`src/rtl/syndet_pkg.sv`:
```
// Shared types and constants for the syndet acquisition/tracking controller.
package syndet_pkg;

  localparam int unsigned SYN_CW = 14;
  localparam int unsigned SYN_LW = 6;

  localparam int unsigned SYN_FLUSH_CYC = 320;
  localparam int unsigned SYN_HIT_N     = 4;
  localparam int unsigned SYN_MISS_N    = 8;

  typedef enum logic [1:0] {
    IDLE   = 2'd0,
    FLUSH  = 2'd1,
    SEARCH = 2'd2,
    LOCKED = 2'd3
  } syndet_ctrl_state_t;

endpackage

```
`src/rtl/syn_hyst_cnt.sv`:
```
// Saturating consecutive-event counter; done holds while the run length has reached N.
module syn_hyst_cnt #(
  parameter int unsigned N = 4
) (
  input  logic clk,
  input  logic rst,
  input  logic inc,
  input  logic clr,
  output logic done
);

  localparam int unsigned W = $clog2(N + 1);

  logic [W-1:0] cnt;

  always_ff @(posedge clk) begin
    if (rst || clr) begin
      cnt <= '0;
    end else if (inc && (cnt != W'(N))) begin
      cnt <= cnt + 1'b1;
    end
  end

  assign done = (cnt == W'(N));

endmodule

```
`src/rtl/syndet_ctrl.sv`:
```
// Acquisition/tracking controller for the syndet correlator: flush, search, lock with hysteresis.
// Optional peak tracker is built when SYNDET_CTRL_PEAK_EN is defined.
module syndet_ctrl
  import syndet_pkg::*;
#(
  parameter int unsigned CW        = SYN_CW,
  parameter int unsigned LW        = SYN_LW,
  parameter int unsigned FLUSH_CYC = SYN_FLUSH_CYC,
  parameter int unsigned HIT_N     = SYN_HIT_N,
  parameter int unsigned MISS_N    = SYN_MISS_N
) (
  input  logic          clk,
  input  logic          rst,
  input  logic          enable,
  input  logic          restart,
  input  logic [LW-1:0] length_cfg,
  input  logic [CW-1:0] thr_acq,
  input  logic [CW-1:0] thr_loss,
  input  logic [CW-1:0] corr,
  input  logic          corr_v,
  output logic          det_rst,
  output logic [LW-1:0] det_len,
  output logic          locked,
  output logic          acq_pulse,
  output logic          lost_pulse,
  output logic [1:0]    state
`ifdef SYNDET_CTRL_PEAK_EN
  ,
  output logic [CW-1:0] peak,
  output logic [LW-1:0] peak_idx
`endif
);

  localparam int unsigned FW = (FLUSH_CYC > 1) ? $clog2(FLUSH_CYC) : 1;

  syndet_ctrl_state_t st_q, st_n;
  logic [FW-1:0]      fcnt_q, fcnt_n;
  logic               load_len;
  logic               acq_n, lost_n;
  logic               hit_inc, hit_clr, hit_done;
  logic               miss_inc, miss_clr, miss_done;

  // Counters only run in their own state and reset whenever it is left.
  assign hit_inc  = (st_q == SEARCH) && corr_v && (corr >= thr_acq);
  assign hit_clr  = (st_q != SEARCH) || (corr_v && (corr < thr_acq));
  assign miss_inc = (st_q == LOCKED) && corr_v && (corr < thr_loss);
  assign miss_clr = (st_q != LOCKED) || (corr_v && (corr >= thr_loss));

  syn_hyst_cnt #(.N(HIT_N)) u_hit_cnt (
    .clk  (clk),
    .rst  (rst),
    .inc  (hit_inc),
    .clr  (hit_clr),
    .done (hit_done)
  );

  syn_hyst_cnt #(.N(MISS_N)) u_miss_cnt (
    .clk  (clk),
    .rst  (rst),
    .inc  (miss_inc),
    .clr  (miss_clr),
    .done (miss_done)
  );

  always_comb begin
    st_n     = st_q;
    fcnt_n   = fcnt_q;
    load_len = 1'b0;
    acq_n    = 1'b0;
    lost_n   = 1'b0;
    if (!enable) begin
      st_n   = IDLE;
      fcnt_n = '0;
    end else if ((st_q == IDLE) || restart) begin
      st_n     = FLUSH;
      fcnt_n   = '0;
      load_len = 1'b1;
    end else begin
      unique case (st_q)
        FLUSH: begin
          if (fcnt_q == FW'(FLUSH_CYC - 1)) begin
            st_n = SEARCH;
          end else begin
            fcnt_n = fcnt_q + 1'b1;
          end
        end
        SEARCH: begin
          if (hit_done) begin
            st_n  = LOCKED;
            acq_n = 1'b1;
          end
        end
        LOCKED: begin
          if (miss_done) begin
            st_n   = SEARCH;
            lost_n = 1'b1;
          end
        end
        default: ;
      endcase
    end
  end

  // Outputs are registered from the next-state so they align with state.
  always_ff @(posedge clk) begin
    if (rst) begin
      st_q       <= IDLE;
      fcnt_q     <= '0;
      det_rst    <= 1'b1;
      det_len    <= '1;
      locked     <= 1'b0;
      acq_pulse  <= 1'b0;
      lost_pulse <= 1'b0;
    end else begin
      st_q       <= st_n;
      fcnt_q     <= fcnt_n;
      det_rst    <= (st_n == IDLE) || (st_n == FLUSH);
      locked     <= (st_n == LOCKED);
      acq_pulse  <= acq_n;
      lost_pulse <= lost_n;
      if (load_len) begin
        det_len <= length_cfg;
      end
    end
  end

  assign state = st_q;

`ifdef SYNDET_CTRL_PEAK_EN
  logic [LW-1:0] idx_q;

  always_ff @(posedge clk) begin
    if (rst || load_len) begin
      peak     <= '0;
      peak_idx <= '0;
      idx_q    <= '0;
    end else if (((st_q == SEARCH) || (st_q == LOCKED)) && corr_v) begin
      if (corr > peak) begin
        peak     <= corr;
        peak_idx <= idx_q;
      end
      idx_q <= (idx_q == det_len) ? '0 : idx_q + 1'b1;
    end
  end
`endif

endmodule
```
`config.mk`:
```
export PLATFORM = sky130hd
export DESIGN_NAME = syndet_ctrl
export DESIGN_NICKNAME = d
export VERILOG_FILES = /design/src/rtl/syndet_pkg.sv /design/src/rtl/syn_hyst_cnt.sv /design/src/rtl/syndet_ctrl.sv
export SDC_FILE = /design/constraint.sdc
export NUM_CORES = 1
export LEC_CHECK = 0
export CAP_MARGIN = 20
export CORE_UTILIZATION = 46
export CTS_BUF_LIST = sky130_fd_sc_hd__clkbuf_16
export CTS_CLUSTER_DIAMETER = 30
export CTS_CLUSTER_SIZE = 8
export DETAILED_ROUTE_END_ITERATION = 12
export HOLD_SLACK_MARGIN = 0.1
export PLACE_DENSITY = 0.9
export SLEW_MARGIN = 20
export SYNTH_ARGS = -nofsm -noshare
export SYNTH_HDL_FRONTEND = slang
export SYNTH_SLANG_ARGS = --single-unit
```
`constraint.sdc`:
```
create_clock -name clk -period 2.4 [get_ports clk]
set_input_delay 0.48 -clock clk [delete_from_list [all_inputs] [get_ports clk]]
set_output_delay 0.48 -clock clk [all_outputs]
set_load 0.1 [all_outputs]
```
==> out/qor_table.md <==
| Step | Result | This run |
| --- | --- | --- |
| grt | Global-route wire length before repair | 7.22 mm |
| min path | Startpoint of the tightest hold check path | det_len[3] |
| synthesis | Cell types with the largest area share after synthesis | dfxtp_1 (28%), ha_1 (21%), inv_1 (8.3%) |
| synthesis | Cell accounting for the most synthesized area | dfxtp_1 |
| synthesis | Fraction of synthesized cell area taken by the top area cell type | 0.283 |
| detailed routing | Final WL | 4.47 mm |
| floorplan | Width of the chip | 67.6 µm |
| worst setup path | CP arrival | 2.51 ns |
| cts | CTS clock-pin slew for the worst setup and hold paths | 0.07 ns |
| cts | CTS root buf | clkbuf_16 |
| layout | Final design area excluding fillers | 2780 µm² |
| worst setup path | Number of cells traversed by the worst register-to-register path | 7 |
| place | Port-buffer cells | 64 |
| cts | Level count of the clock H-tree | 1 |
| sta | Worst slew margin | 0.725 |
| grt | Remaining global-route overflow | 0 |
| sta | Post-route worst hold slack | 0.468 ns |
| detailed routing | Number of nets with antenna violations after detailed routing | 0 |
| sta | Setup repair after global routing missed its margin | yes |
| place | Placer Congestion | 0.785 |
| flow run | Maximum Capacitance Violations | 0 |
| worst setup path | CP Capture Type | register |
| floorplan | Initial standard-cell utilization of the core | 0.488 |
| synthesis | Count of different cell masters after synthesis | 36 |
| worst setup path | Logic depth of the worst setup path including buffers | 9 |
| grt | Total GRT Usage | 0.206 |
| sta | Fmax | 433 MHz |
| worst setup path | Critical path's largest stage delay | 0.45 ns |
| detailed routing | Total DRC errors in the routed layout | 0 |
| layout | Diodes inserted | 0 |
| layout | Post-synthesis to final-layout area growth | 40.5% |
| detailed routing | Detailed-route via count | 1,920 |
| detailed routing | Initial detailed-routing violation count | 73 |
| cts | Clock tree from TritonCTS | built |
| min path | Number of cells on the worst hold path | 1 |
| synthesis | Mean post-synth cell area | 7.86 µm² |
| place | Estimated wirelength of the detail-placed design | 3.64 mm |
| worst setup path | End of the worst register-to-register path | fcnt_q[8] |
| sta | Fin crit share | 0.963 |
| synthesis | Sequential share of the synthesized area | 0.283 |
| sta | Total count of max-transition violations in the final report | 0 |
| grt | Number of antenna violations at the first check in global routing | 0 |
| detailed routing | Post-detailed-route via-to-cell ratio | 5.19 |
| detailed routing | Routed wire length per instance | 12.1 µm |
| worst setup path | Minimum setup slack among reg-to-reg paths | 0.38 ns |
| worst setup path | Crit path kind | primary input to register |
| synthesis | Cell area after synthesis | 1980 µm² |
| synthesis | Yosys warns | 0 |
| layout | Commonest non-fill, non-tap cells in the layout | clkdlybuf4s50_1 (52), inv_1 (44), ha_1 (33) |
| power | Pwr per Cell Area | 464 nW/µm² |
| place | Placed cell areas | 2670 µm² |
| synthesis | Synthesized flop and latch total | 28 |
| power | IR drop worst, VDD | 0.000305 V |
| min path | Hold Crit Class | register to register |
| cts | CTS Hold Bufs | 0 |
| detailed routing | First-pass iteration count of the detailed router | 5 |
| grt | Vias in the first global route | 1,798 |
| sta | Hold Fails Final Rpt | 0 |
| floorplan | Number of top-level pins | 65 |
| worst setup path | CP dominant cell by count | a21oi_1 |
| worst setup path | Required time of the critical path | 2.60 ns |
| floorplan | Placeable core region | 4060 µm² |
| sta | Shortest period the worst path allows | 2.31 ns |
| cts | CTS Buf Count | 3 |
| grt | Pin count of the biggest net entering global routing | 17 |
| floorplan | Number of standard-cell rows in the floorplan | 23 |
| synthesis | Mapped Nets | 338 |
| worst setup path | Critical path buffer and inverter count | 2 |
| sta | Layout Skew | 0.00490 ns |
| cts | Insertion delay of the later-clocked pin in the worst-skew pair | 0.26 ns |
| worst setup path | Crit-path max FO | 3 |
| sta | Worst slew pin tran | 0.413 ns |
| sta | Setup_tns | 0 ns |
| cts | Number of buffers on the longest clock path | 2 |
| layout | Fraction of final layout cells sized beyond drive strength 1 | 0.0750 |
| worst setup path | Delay-heaviest family, CP | compound AO/OA/AOI/OAI gates |
| power | Static Leak | 0.00124 µW |
| floorplan | Die area | 4570 µm² |
| status | Result of the run | completed |
| sta | Setup Viol. Count Final | 0 |
| cts | Clock tree sinks | 28 |
| layout | Most common cell after layout, fill and taps aside | clkdlybuf4s50_1 |
| layout | Util after Layout | 0.686 |
| worst setup path | Worst path cell trace | clkdlybuf4s50_1, inv_1, ha_1, a21oi_1, o21ai_0, a211oi_1, nand2_1, or3_1, a21oi_1 |
| worst setup path | Kind of start point of the critical path | primary input |
| worst setup path | Slowest cell on the critical path | clkdlybuf4s50_1 |
| layout | Count of nets after finishing | 407 |
| synthesis | Post-synthesis instance total | 252 |
| min path | Hold endpoint | det_len[3] |
| floorplan | Vertical die dimension | 67.6 µm |
| worst setup path | Critical register-to-register path startpoint | fcnt_q[0] |
-- how the worst max path moves through the flow --
stage	slack, ns	to	start
after floorplan	0.07	u_hit_cnt.cnt[2]	state[1]
after global placement	-0.12	u_miss_cnt.cnt[1]	thr_loss[9]
after detailed placement	-0.21	u_miss_cnt.cnt[3]	thr_loss[5]
after CTS	0.08	u_miss_cnt.cnt[3]	thr_loss[5]
after global routing	-0.002	u_miss_cnt.cnt[3]	thr_loss[5]
final	0.09	u_miss_cnt.cnt[3]	thr_loss[5]
-- routing by layer --
layer / part of all wire / track usage / up-vias
met3: 0.037 / 0.0372 / 4
li1: - / - / 995
met5: 0 / 0 / -
met2: 0.53 / 0.403 / 45
met4: 0.0056 / 0.0399 / 0
met1: 0.42 / 0.225 / 876
-- power by group --
part           leakage, µW  internal, µW  switching, µW  total (µW)
Combinational     0.000959           153            168         321
Clock            0.0000511           332            158         490
Sequential        0.000227           473           6.90         480
-- cells in the mapped netlist, drive strengths merged --
master	number
a211o	6
and4	3
nand2b	4
or3	5
ha	33
nand4	5
and3	3
a2111o	1
a21oi	23
a211oi	1
nand3	2
mux2i	3
xnor2	8
nor2b	1
nand2	19
a22o	1
o21ai	13
a31oi	1
and2	2
dfxtp	28
nor3	5
xor2	1
a21boi	1
nor4bb	1
clkbuf	4
inv	44
buf	1
and4bb	1
a2111oi	1
nor4	1
a22oi	1
nand3b	1
o21bai	2
a311o	1
nor2	25
-- timing repair --
| action | in CTS | in global routing |
|---|---|---|
| setup buffers | 0 | 0 |
| endpoints found under the setup margin | 0 | 5 |
| gates resized for setup | 0 | 2 |
-- sequential cells by signal, summed over array words and instances (netlist names) --
| register | count |
|---|---|
| fcnt_q | 9 |
| locked | 1 |
| state | 2 |
| acq_pulse | 1 |
| u_miss_cnt.cnt | 4 |
| u_hit_cnt.cnt | 3 |
| det_len | 6 |
| lost_pulse | 1 |
| det_rst | 1 |
-- per-stage QoR --
step                      std cells  total power (µW)  setup WS [ns]
final                           370              1290         0.0885
after floorplan                 252               667         0.0744
after global placement          366               799         -0.122
after global routing            370              1350       -0.00199
after detailed placement        366               810         -0.213
after CTS                       370              1300         0.0843
-- final cells by class --
type / instances / area (µm²)
clock inverter: 1 / 30.0
timing repair buffer: 69 / 648
tap: 50 / 62.6
inverter: 44 / 165
sequential: 28 / 561
fill: 323 / 1270
multi-input combinational: 175 / 1240
clock buffer: 3 / 75.1
-- worst reg2reg max path, stage by stage (launching register included) --
cell      delay (ns)
dfxtp_1         0.33
ha_1            0.24
and4_1          0.24
a2111o_1        0.46
nor3_2          0.19
and3_1          0.23
xnor2_1         0.15
nor2_1          0.06
-- cells by family (layout without fill, tap and decap cells) --
family	Yosys count	count (layout)	synth area share
and+or+nand+nor	78	78	0.201
AOI/OAI and AO/OA	52	52	0.159
buffers and inverters	49	117	0.0935
muxes	3	3	0.0152
DFF	28	28	0.283
xor gates and xnor gates	9	9	0.0398
adders and majority gates	33	33	0.208
No activity file was read; power rests on OpenSTA's default activity.
